### src/rtl/alu_mul_sequencer.sv
// alu_mul_sequencer
// Multi-cycle 32x32 -> low-32 multiplier built on top of the core's
// single-cycle ALU. Uses a shift-add loop: one TEST per multiplier bit,
// an ADD when that bit is set, then a SHIFT of multiplicand/multiplier.
// The ALU itself is external; this block only drives its operand/opcode
// inputs and consumes its result and zero flag in the same cycle.
module alu_mul_sequencer #(
  parameter bit EARLY_EXIT = 1'b1
) (
  input  logic        clk,
  input  logic        rst,
  input  logic        start,
  input  logic [31:0] op_a,
  input  logic [31:0] op_b,
  output logic        busy,
  output logic        done,
  output logic [31:0] result,
  output logic [31:0] alu_src1,
  output logic [31:0] alu_src2,
  output logic [3:0]  alu_operation,
  output logic        alu_invert,
  input  logic [31:0] alu_out,
  input  logic        alu_zero
);

  localparam logic [3:0] ALU_AND = 4'd0;
  localparam logic [3:0] ALU_OR  = 4'd1;
  localparam logic [3:0] ALU_ADD = 4'd2;

  typedef enum logic [2:0] {
    IDLE  = 3'd0,
    TEST  = 3'd1,
    ADD   = 3'd2,
    SHIFT = 3'd3,
    DONE  = 3'd4
  } state_t;

  state_t      state_reg;
  state_t      state_next;

  logic [31:0] m_reg;       // multiplicand, shifted left each iteration
  logic [31:0] q_reg;       // remaining multiplier, shifted right each iteration
  logic [31:0] p_reg;       // running partial product
  logic [4:0]  count_reg;   // completed iterations
  logic [31:0] result_reg;

  assign busy   = (state_reg != IDLE);
  assign done   = (state_reg == DONE);
  assign result = result_reg;

  // State register.
  always_ff @(posedge clk) begin
    if (rst) begin
      state_reg <= IDLE;
    end else begin
      state_reg <= state_next;
    end
  end

  // Next-state decision and ALU drive; the ALU is idle (AND of zeros)
  // outside TEST and ADD so its outputs are quiet whenever unused.
  always_comb begin
    state_next    = state_reg;
    alu_operation = ALU_AND;
    alu_src1      = 32'd0;
    alu_src2      = 32'd0;
    alu_invert    = 1'b0;
    case (state_reg)
      IDLE: begin
        if (start) begin
          state_next = TEST;
        end
      end
      TEST: begin
        // OR with zero passes Q through so the ALU zero flag reports Q==0.
        alu_operation = ALU_OR;
        alu_src1      = q_reg;
        alu_src2      = 32'd0;
        if (EARLY_EXIT && alu_zero) begin
          state_next = DONE;
        end else if (q_reg[0]) begin
          state_next = ADD;
        end else begin
          state_next = SHIFT;
        end
      end
      ADD: begin
        alu_operation = ALU_ADD;
        alu_src1      = p_reg;
        alu_src2      = m_reg;
        state_next    = SHIFT;
      end
      SHIFT: begin
        if (count_reg == 5'd31) begin
          state_next = DONE;
        end else begin
          state_next = TEST;
        end
      end
      DONE: begin
        state_next = IDLE;
      end
      default: begin
        state_next = IDLE;
      end
    endcase
  end

  // Datapath registers: operand capture, accumulate, shift, and result
  // publication. The result is written on entry to DONE (P is already final
  // then) so it is valid in the same cycle that done pulses.
  always_ff @(posedge clk) begin
    if (rst) begin
      m_reg      <= 32'd0;
      q_reg      <= 32'd0;
      p_reg      <= 32'd0;
      count_reg  <= 5'd0;
      result_reg <= 32'd0;
    end else begin
      case (state_reg)
        IDLE: begin
          if (start) begin
            m_reg     <= op_a;
            q_reg     <= op_b;
            p_reg     <= 32'd0;
            count_reg <= 5'd0;
          end
        end
        ADD: begin
          p_reg <= alu_out;
        end
        SHIFT: begin
          m_reg     <= m_reg << 1;
          q_reg     <= q_reg >> 1;
          count_reg <= count_reg + 5'd1;
        end
        default: begin
        end
      endcase
      if ((state_next == DONE) && (state_reg != DONE)) begin
        result_reg <= p_reg;
      end
    end
  end

endmodule
### config.mk
export PLATFORM = sky130hd
export DESIGN_NAME = alu_mul_sequencer
export DESIGN_NICKNAME = d
export VERILOG_FILES = /design/src/rtl/alu_mul_sequencer.sv
export SDC_FILE = /design/constraint.sdc
export NUM_CORES = 1
export LEC_CHECK = 0
export ABC_CLOCK_PERIOD_IN_PS = 1940
export BUFFER_PORTS_ARGS = -buffer_cell sky130_fd_sc_hd__clkbuf_2
export CAP_MARGIN = 25
export CORE_ASPECT_RATIO = 0.8
export CORE_MARGIN = 5
export CORE_UTILIZATION = 45
export DETAILED_ROUTE_END_ITERATION = 8
export GPL_TIMING_DRIVEN = 0
export MAX_ROUTING_LAYER = met4
export PLACE_DENSITY = 0.73
export SLEW_MARGIN = 20
export SYNTH_ARGS = -nofsm -noshare
export SYNTH_HDL_FRONTEND = slang
export SYNTH_SLANG_ARGS = --single-unit
### constraint.sdc
create_clock -name clk -period 1.94 [get_ports clk]
set_clock_uncertainty 0.15 [all_clocks]
set_input_delay 0.291 -clock clk [delete_from_list [all_inputs] [get_ports clk]]
set_output_delay 0.291 -clock clk [all_outputs]
set_load 0.005 [all_outputs]
# == Yosys cells after proc, flatten, opt, wreduce, memory -nomap -nowiden ==
# Cells that the tools add are included.
# totals
register_bits,136
input_bits,100
out_inout_bits,103
elab_cells,38
# classes
addsub,1
eq_ne,8
n_mux,16
n_reduce_logical,7
# ops
operator,count
one-hot mux 32 bit (2 select lines),4
2-to-1 mux 32 bit,4
one-hot mux 3 bit (4 select lines),1
one-hot mux 5 bit (2 select lines),1
2-to-1 mux 3 bit,3
equality test 3 x 2 -> 1 bit (second input constant),2
equality test 3 bit (second input constant),2
adder 5 x 1 -> 5 bit (second input constant),1
equality test 5 bit (second input constant),1
2-to-1 mux 5 bit,1
one-hot mux 2 bit (2 select lines),1
AND reduction 2 bit,2
nonzero test 2 bit,2
equality test 3 x 1 -> 1 bit (second input constant),1
logical NOT 3 bit,1
inequality test 3 bit (second input constant),1
nonzero test 3 bit,1
inequality test 2 bit (second input constant),1
logical AND 1 bit,1
2-to-1 mux 1 bit,1

# == Longest topological paths before layout ==
# Gate-level depths: netlist of the first run.
# depth
ltp_word,5
depth_mapped,8
mapped_depth_nobuf,6

# == Worst setup path before layout of the first run ==
# No wires, ideal clock.
# synth_timing
kind,reg2reg
startpoint,register count_reg[0]
endpoint,"register result_reg[10], in the netlist result[10]"
setup_ps,72
t_arrival_ps,1567
required_time_ps,1718
path_slack_ps,152
stages_incl_launch_ff,9
path_buffers,2
period_less_slack_ps,1788
path_cell_list,dfxtp_1 > ha_1 > and3_1 > ha_1 > mux2i_1 > nor3b_1 > buf_2 > buf_4 > mux2i_1
# synth_between
elab_chain_len,5
# synth_lines
item,line,text
from (decl),44,logic [4:0] count_reg;
from (signal assigned),135,count_reg <= count_reg + 5'd1;
equality test 5 bit,94,if (count_reg == 5'd31) begin
2-to-1 mux 3 bit,94,
one-hot mux 3 bit (4 select lines),68,case (state_reg)
equality test 3 bit,140,if ((state_next == DONE) && (state_reg != DONE)) begin
logical AND 1 bit,140,
to (signal assigned),141,result_reg <= p_reg;
to (decl),45,logic [31:0] result_reg;
# No other way between the ends.
# A chain may end at the register's enable or synchronous reset.

# == Worst setup path in the final report of the first run ==
# layout_timing
startpoint,register state_reg[0]
endpoint,output port alu_src1[30]
# layout_between
elab_chain_len,2
elab_cells_between_ends,3
cone_classes,2 x eq/ne; 1 x mux
# layout_lines
item,line,text
from (decl),38,state_t state_reg;
from (signal assigned),56,state_reg <= state_next;
equality test 3 x 2 -> 1 bit or equality test 3 x 1 -> 1 bit (tied branches),68,
one-hot mux 32 bit (2 select lines) (*),68,
to (decl),18,"output logic [31:0] alu_src1,"
# Every way passes the cells marked *; elsewhere a longest branch is shown, timed or not.

==> results_dict.tcl, run 1 <==
set metrics [dict create \
    hpwl_um 13600 \
    status "finished, violations left" \
    mappedNetlistArea_mm2 0.00596 \
    grt_pass1_wl_um 31100 \
    grt-ovfl-total 0 \
    drive_above_1_share_pct 34.7 \
    drt_first_pass_iters 4 \
    rows 37 \
    powerDensity_mw_per_mm2 913 \
    synth_area_leaders "dfxtp_1 46%, a22o_1 9.4%, nand2b_1 6.8%" \
    cts.path.max_buffers 2 \
    dp.cells 1011 \
    syn_to_final_growth_pct 47.3 \
    routed_wl_um 20100 \
    cts_tree "yes" \
    max_freq_mhz 454 \
    intPower_w 0.00601 \
    wl_per_cell_um 18.3 \
    vdd_drop_max_mv 0.710 \
    clock-sinks 136 \
    vias 6062 \
    clkTransAtPathRegs_ns 0.06 \
    hold_slack_ns 0.0228 \
    ios 203 \
    root_buffer "clkbuf_16" \
    grt_antenna_before_repair 1 \
    die_y_um 113 \
    synth_top_area_share_pct 45.7 \
    yosys-top-cells-count "136 x dfxtp_1, 65 x nand2b_1, 64 x a22o_1, 49 x nor3_1, 47 x a21oi_1" \
    cts_max_level 4 \
    crit_type "register to primary output" \
    dieArea_mm2 0.0157 \
    met2_usage_pct 38.1 \
    fin_crit_sh_pct 113 \
    clockPowerShare_pct 46.1 \
    seq_power_share_pct 38.5 \
    crit_required_ns 1.50 \
    placed_cell_area_mm2 0.00718 \
    crit_path_end_kind "primary output" \
    final_hold_viol_count 0 \
    synth_cell_types 35 \
    grt-busiest-layer "met2" \
    switching_power_w 0.00199 \
    yosysSeqAreaShare_pct 45.7 \
    grt_use_total_pct 25.3 \
    dieWidth_um 139 \
    grt_pass1_vias 5761 \
    rsz0062_at_grt "true" \
    power_w 0.00801 \
    ys_ff_latch 136 \
    final_area_mm2 0.00877 \
    synthCells 635 \
    ant_nets 0 \
    via_per_inst 5.51 \
    fin_cells 1100 \
    violations "setup timing" \
    gp_congestion 0.837 \
    combPwrFrac_pct 15.4 \
    avgSynthCellArea_um2 9.38 \
    min_period_ns 2.20 \
    drtIter0Drc 366 \
    hp-class "input port to register" \
    switching_share_pct 24.9 \
    grt_max_degree 17 \
    grt_use_met1_pct 34.6 \
    remaining_drc_errors 0 \
    setup_viol 99 \
    path_max_fanout 7 \
    startpoint_type "register" \
    relSlewSlack_pct 64.8 \
    yosys_warnings 0 \
    p_leak_nw 3.76 \
    ys_async_sr_fraction_pct 0 \
    clk_latency_ns 0.41 \
    layout.nets 1013 \
    synthFlopType "dfxtp_1" \
    yosysTopAreaCell "dfxtp_1" \
    finalMaxSlewViolations 0 \
    synth_edf_count 0 \
    worst_pin_slew_ns 0.528 \
    numPortBuffers 199 \
    met3_usage_pct 5.91 \
    core_mm2 0.0129 \
    start_util_pct 46.1 \
    cp.arrival_ns 1.76 \
    synth.most_common_cell "dfxtp_1" \
    drv_cap 0 \
    final_util_pct 67.9 \
    cts_buffers 17 \
    worst_slack_ns -0.261 \
]
==> timing repair <==
action                                  CTS  global route
buffers inserted                         11             5
endpoints found under the setup margin   98           171
gates resized for setup                  55            56
hold buffers                             33             0
pin swaps                                 5            15
cloned                                    5             3
endpoints found under the hold margin    33             0
==> through the flow <==
stage	worst slack, ns	setup TNS, ns
2_1_floorplan	0.152	0
3_3_place_gp	-0.425	-20.50
3_5_place_dp	-0.376	-19.42
4_1_cts	-0.269	-14.17
5_1_grt	-0.330	-21.80
6_report	-0.261	-14.14
==> final cells by class <==
cell class,instances,area [um2]
fill,1038,4140
multi-input combinational,427,2920
sequential,136,2740
timing repair buffer,256,1660
buffer,71,549
clock buffer,18,429
clock inverter,14,245
tap,175,219
inverter,2,7.51
antenna,1,2.50
==> cells by family after synthesis <==
kind of cell / count (synthesis) / share of synthesized area, %
other: 1 / 0.0630
adder cells (fa/ha/maj): 2 / 0.420
buffers and inverters: 74 / 6.41
AO/OA/AOI/OAI: 178 / 21.3
AND/OR/NAND/NOR: 210 / 20.4
multiplexers: 34 / 5.71
flip-flops: 136 / 45.7
==> power by group through the flow <==
stage          clock [W]  sequential [W]  combinational [W]
4_1_cts          0.00373         0.00308            0.00115
3_5_place_dp           0         0.00314           0.000942
2_1_floorplan          0         0.00310           0.000624
6_report         0.00369         0.00308            0.00123
5_1_grt          0.00386         0.00310            0.00133
3_3_place_gp           0         0.00314           0.000936
==> cell usage in the layout, fill, tap and decap left out, types with 6 or more instances in the layout <==
cell type / n
dlygate4sd3_1: 33
clkbuf_1: 20
buf_6: 16
o22ai_1: 24
a22oi_1: 38
nor3_1: 48
buf_12: 6
clkbuf_16: 21
and2_1: 30
buf_2: 34
dfxtp_1: 131
clkbuf_2: 182
bufinv_16: 6
mux2i_1: 34
buf_4: 22
nand3_1: 43
a22o_1: 64
a21oi_1: 46
nand2b_1: 65
==> routing by layer <==
layer / vias up / wire, um / share of wire (%)
met1: 2912 / 9010 / 45
met3: 23 / 1620 / 8.0
met2: 242 / 9180 / 46
met5: - / 0 / 0
met4: 0 / 313 / 1.6
li1: 2885 / - / -
==> final timing paths <==
check                             startpoint           end  slack (ns)  cells past startpoint
worst max-delay path            state_reg[0]  alu_src1[30]       -0.26                      7
worst min-delay path                 op_a[0]      m_reg[0]        0.02                      3
worst max register to register  count_reg[1]    result[24]       -0.07                      8
worst min register to register    result[16]    result[16]        0.33                      2
==> worst max-delay path: stages, from the launching register on <==
cell      delay, ns
dfxtp_4        0.36
buf_6          0.11
nor3b_4        0.14
buf_6          0.14
buf_12         0.13
buf_16         0.13
a22o_1         0.23
clkbuf_2       0.11
Note: power is estimated with default switching activity, not from simulation.
==> run 2, diff against run 1 <==
--- a/config.mk
+++ b/config.mk
@@ -10,11 +10,11 @@
 export CAP_MARGIN = 25
 export CORE_ASPECT_RATIO = 0.8
 export CORE_MARGIN = 5
-export CORE_UTILIZATION = 45
+export CORE_UTILIZATION = 50
 export DETAILED_ROUTE_END_ITERATION = 8
 export GPL_TIMING_DRIVEN = 0
 export MAX_ROUTING_LAYER = met4
-export PLACE_DENSITY = 0.73
+export PLACE_DENSITY = 0.8
 export SLEW_MARGIN = 20
 export SYNTH_ARGS = -nofsm -noshare
 export SYNTH_HDL_FRONTEND = slang
==> results_dict.tcl, run 2 (synthesis results as in run 1) <==
set metrics [dict create \
    ant_nets 0 \
    n_fill_cell 719 \
    cp.arrival_ns 1.88 \
    final_hold_viol_count 0 \
    relSlewSlack_pct 62.9 \
    min_period_ns 2.32 \
    dieArea_mm2 0.0142 \
    powerDensity_mw_per_mm2 829 \
    final_common_cell "clkbuf_2" \
    remaining_drc_errors 0 \
    grt-ovfl-total 0 \
    drive_above_1_share_pct 38.6 \
    rows 35 \
    mostFrequentLayoutCells "149 x clkbuf_2, 132 x dfxtp_1, 65 x nand2b_1" \
    diodes 0 \
    dieWidth_um 132 \
    r2r-end "result[24]" \
    drtIter0Drc 559 \
    worst_pin_slew_ns 0.556 \
    multi_input_area_mm2 0.00300 \
    path_max_fanout 8 \
    routed_wl_um 22200 \
    grt_pass1_vias 6281 \
    via_per_inst 5.93 \
    grt_pass1_wl_um 33700 \
    startpoint "state_reg[2]" \
    r2r_setup_slack_ns -0.04 \
    max_freq_mhz 432 \
    fin_crit_sh_pct 119 \
    grt_use_total_pct 30.6 \
    start_util_pct 51.3 \
    clock-sinks 136 \
    crit_type "register to primary output" \
    fin_cells 1085 \
    vias 6431 \
    syn_to_final_growth_pct 50.0 \
    grt_max_degree 17 \
    startpoint_type "register" \
    vdd_drop_max_mv 0.659 \
    min_to "m_reg[25]" \
    die_y_um 108 \
    hp-class "input port to register" \
    rsz0062_at_grt "true" \
    dp.cells 984 \
    hold_slack_ns 0.0167 \
    clk_latency_ns 0.42 \
    clkTransAtPathRegs_ns 0.06 \
    power_w 0.00740 \
    status "finished, violations left" \
    grt_antenna_before_repair 0 \
    hpwl_um 13900 \
    violations "setup timing" \
    p_leak_nw 3.85 \
    numPortBuffers 199 \
    ios 203 \
    holdPathStages 3 \
    root_buffer "clkbuf_16" \
    cts_max_level 4 \
    tns_ns -19.13 \
    setup_viol 70 \
    gp_congestion 0.946 \
    core_mm2 0.0116 \
    worst_slack_ns -0.377 \
    wl_per_cell_um 20.5 \
    crit_required_ns 1.50 \
    drv_cap 0 \
    crit_path_end_kind "primary output" \
    cts.path.max_buffers 2 \
    cts_buffers 17 \
    drt_first_pass_iters 7 \
    cts_tree "yes" \
    finalMaxSlewViolations 0 \
    layout.nets 1027 \
    final-seq-area_mm2 0.00273 \
    reg2reg_from "count_reg[1]" \
    reg2reg_depth 9 \
    min-delay-start "op_a[25]" \
]
==> run 2: cell types whose count changed in the layout (fill, tap and decap cells not counted), sizes merged <==
cell	before	now
clkbuf	230	194
bufinv	6	1
diode	1	0
buf	82	136
clkinv	5	7
inv	4	2
==> run 2: per-stage QoR <==
step	utilization (%)	area, um2	setup slack [ns]
detailed placement	61.6	7140	-0.415
global placement	61.6	7140	-0.383
global route	77.0	8930	-0.397
floorplan	-	5960	0.152
CTS	74.2	8610	-0.265
finish	77.0	8930	-0.377
==> run 2: how the worst max path moves through the flow <==
stage / endpoint / slack, ns / cells past startpoint
2_1_floorplan: result[10] / 0.15 / 8
3_3_place_gp: alu_src1[28] / -0.38 / 6
4_1_cts: alu_src1[0] / -0.27 / 7
3_5_place_dp: alu_src1[28] / -0.41 / 6
5_1_grt: alu_src1[0] / -0.40 / 6
6_report: alu_src1[28] / -0.38 / 6
==> run 2: timing repair <==
item / CTS / global route
hold buffers: 33 / 0
endpoints found under the hold margin: 33 / 0
setup endpoints to repair: 96 / 163
gates resized for setup: 84 / 123
setup buffers: 20 / 13
cloned: 8 / 1
pin swaps: 12 / 14
==> run 2: power breakdown <==
group          leakage [nW]  internal, W  switching [W]
sequential             1.11      0.00296       0.000140
clock                 0.269      0.00181        0.00120
combinational          2.47     0.000660       0.000637
==> run 2: critical path: stages (launching register included) <==
cell and delay, ns:
dfxtp_2 0.33, buf_6 0.12, nor3b_4 0.29, buf_6 0.24, clkbuf_16 0.17, a22o_1 0.17, buf_2 0.13
==> run 2: layout make-up <==
cell class | count | area share (%)
inverter | 2 | 0.0841
sequential | 136 | 30.6
multi-input combinational | 427 | 33.5
buffer | 71 | 6.14
timing repair buffer | 270 | 21.5
clock inverter | 9 | 0.855
tap | 148 | 2.07
clock buffer | 22 | 5.20
==> run 2: per-layer routing <==
metal | GRT usage [%] | vias to the layer above | routed length (um) | share of wire (%)
met1 | 38.4 | 3083 | 8980 | 40
li1 | - | 2902 | - | -
met2 | 47.4 | 375 | 10300 | 47
met4 | 11.3 | 0 | 789 | 3.6
met3 | 8.60 | 71 | 2120 | 9.5
met5 | - | - | 0 | 0
==> run 3, diff against run 2 <==
--- a/config.mk
+++ b/config.mk
@@ -5,12 +5,14 @@
 export SDC_FILE = /design/constraint.sdc
 export NUM_CORES = 1
 export LEC_CHECK = 0
-export ABC_CLOCK_PERIOD_IN_PS = 1940
+export ABC_CLOCK_PERIOD_IN_PS = 2300
 export BUFFER_PORTS_ARGS = -buffer_cell sky130_fd_sc_hd__clkbuf_2
 export CAP_MARGIN = 25
+export CELL_PAD_IN_SITES_DETAIL_PLACEMENT = 1
+export CELL_PAD_IN_SITES_GLOBAL_PLACEMENT = 1
 export CORE_ASPECT_RATIO = 0.8
 export CORE_MARGIN = 5
-export CORE_UTILIZATION = 50
+export CORE_UTILIZATION = 37
 export DETAILED_ROUTE_END_ITERATION = 8
 export GPL_TIMING_DRIVEN = 0
 export MAX_ROUTING_LAYER = met4
==> constraint.sdc (replaced) <==
create_clock -name clk -period 2.3 [get_ports clk]
set_clock_uncertainty 0.15 [all_clocks]
set_input_delay 0.345 -clock clk [delete_from_list [all_inputs] [get_ports clk]]
set_output_delay 0.345 -clock clk [all_outputs]
set_load 0.005 [all_outputs]
==> results_dict.tcl, run 3 (synthesis results as in run 1) <==
set metrics [dict create \
    hpwl_um 15800 \
    grt_use_total_pct 24.3 \
    fin_cells 1131 \
    via_per_inst 5.32 \
    worst_slack_ns -0.0128 \
    fin_crit_sh_pct 101 \
    remaining_drc_errors 0 \
    drive_above_1_share_pct 32.8 \
    relSlewSlack_pct 58.6 \
    powerDensity_mw_per_mm2 747 \
    rsz0062_at_grt "true" \
    drv_cap 0 \
    ant_nets 0 \
    wl_per_cell_um 20.1 \
    clockPowerShare_pct 43.2 \
    crit_required_ns 1.80 \
    start_util_pct 37.7 \
    setup_viol 6 \
    tns_ns -0.0296 \
    drtIter0Drc 346 \
    grt-ovfl-total 0 \
    hp-class "input port to register" \
    grt_antenna_before_repair 1 \
    syn_to_final_growth_pct 42.4 \
    crit_type "register to primary output" \
    final_hold_viol_count 0 \
    drt_first_pass_iters 4 \
    switching_power_w 0.00168 \
    core_mm2 0.0158 \
    cts.path.max_buffers 2 \
    vdd_drop_max_mv 0.535 \
    grt_pass1_wl_um 35100 \
    path_max_fanout 7 \
    root_buffer "clkbuf_16" \
    seq_power_share_pct 41.1 \
    switching_share_pct 26.5 \
    vias 6017 \
    mostFrequentLayoutCells "189 x clkbuf_2, 133 x dfxtp_1, 65 x nand2b_1" \
    finalMaxSlewViolations 0 \
    max_freq_mhz 432 \
    startpoint_type "register" \
    routed_wl_um 22800 \
    clkTransAtPathRegs_ns 0.06 \
    cts_max_level 4 \
    numPortBuffers 199 \
    grt_pass1_vias 6370 \
    ios 203 \
    clock-sinks 136 \
    status "finished, violations left" \
    grt_max_degree 17 \
    combPwrFrac_pct 15.7 \
    final_util_pct 53.7 \
    dieArea_mm2 0.0187 \
    dieWidth_um 152 \
    p_leak_nw 3.60 \
    clk_latency_ns 0.42 \
    die_y_um 123 \
    min_period_ns 2.31 \
    crit_path_end_kind "primary output" \
    gp_congestion 0.822 \
    layout.nets 1004 \
    final_common_cell "clkbuf_2" \
    cts_buffers 17 \
    cp.arrival_ns 1.82 \
    violations "setup timing" \
    worst_pin_slew_ns 0.621 \
    dp.cells 1051 \
    intPower_w 0.00466 \
    rows 41 \
    cts_tree "yes" \
]
run 3: worst paths after layout:
kind	cells past startpoint	end	slack [ns]	start
max	6	alu_src1[17]	-0.01	state_reg[1]
min	2	p_reg[6]	0.02	alu_out[6]
max reg2reg	8	result[6]	0.10	count_reg[0]
min reg2reg	2	result[24]	0.33	result[24]
run 3: power groups by stage:
stage	clock network, W	logic, W	registers (W)
after floorplan	0	0.000527	0.00261
after detailed placement	0	0.000821	0.00265
after global routing	0.00288	0.00108	0.00262
after CTS	0.00278	0.000937	0.00260
after global placement	0	0.000804	0.00265
final	0.00274	0.000994	0.00261
run 3: per-layer routing:
metal / vias to the layer above / track usage (%) / wire, um
li1: 2858 / - / -
met1: 2955 / 30.4 / 10300
met2: 181 / 39.7 / 10900
met3: 23 / 5.95 / 1290
met4: 0 / 6.91 / 329
met5: - / - / 0
run 3: area by class of cell:
cell class	instances	area, um2
Multi-Input combinational cell	427	2870
Tap cell	215	269
Timing Repair Buffer	248	1520
Antenna cell	1	2.50
Clock buffer	21	470
Clock inverter	11	123
Fill cell	1871	7320
Sequential cell	136	2730
Buffer	70	487
Inverter	2	7.51
run 3: worst max-delay path: stages (launching register included):
cell and delay [ns]:
dfxtp_4 0.35, buf_8 0.13, nor3b_4 0.33, buf_6 0.18, buf_4 0.13, a22o_1 0.15
buf_2 0.13
run 3: what timing repair did:
action	CTS	global route
hold endpoints to repair	30	0
setup endpoints to repair	66	54
pin swaps	10	11
buffers inserted	9	6
gates cloned	1	3
gates resized for setup	35	25
hold buffers	30	0
run 3: stage by stage:
stage / area [um2] / setup WS [ns] / power [W] / hold WS, ns
2_1_floorplan: 5960 / 0.488 / 0.00314 / 0.293
3_5_place_dp: 7230 / -0.144 / 0.00348 / 0.315
3_3_place_gp: 7230 / -0.168 / 0.00345 / 0.309
6_report: 8480 / -0.0128 / 0.00634 / 0.0229
5_1_grt: 8480 / -0.0914 / 0.00658 / 0.00681
4_1_cts: 8340 / -0.0248 / 0.00632 / 0.00193
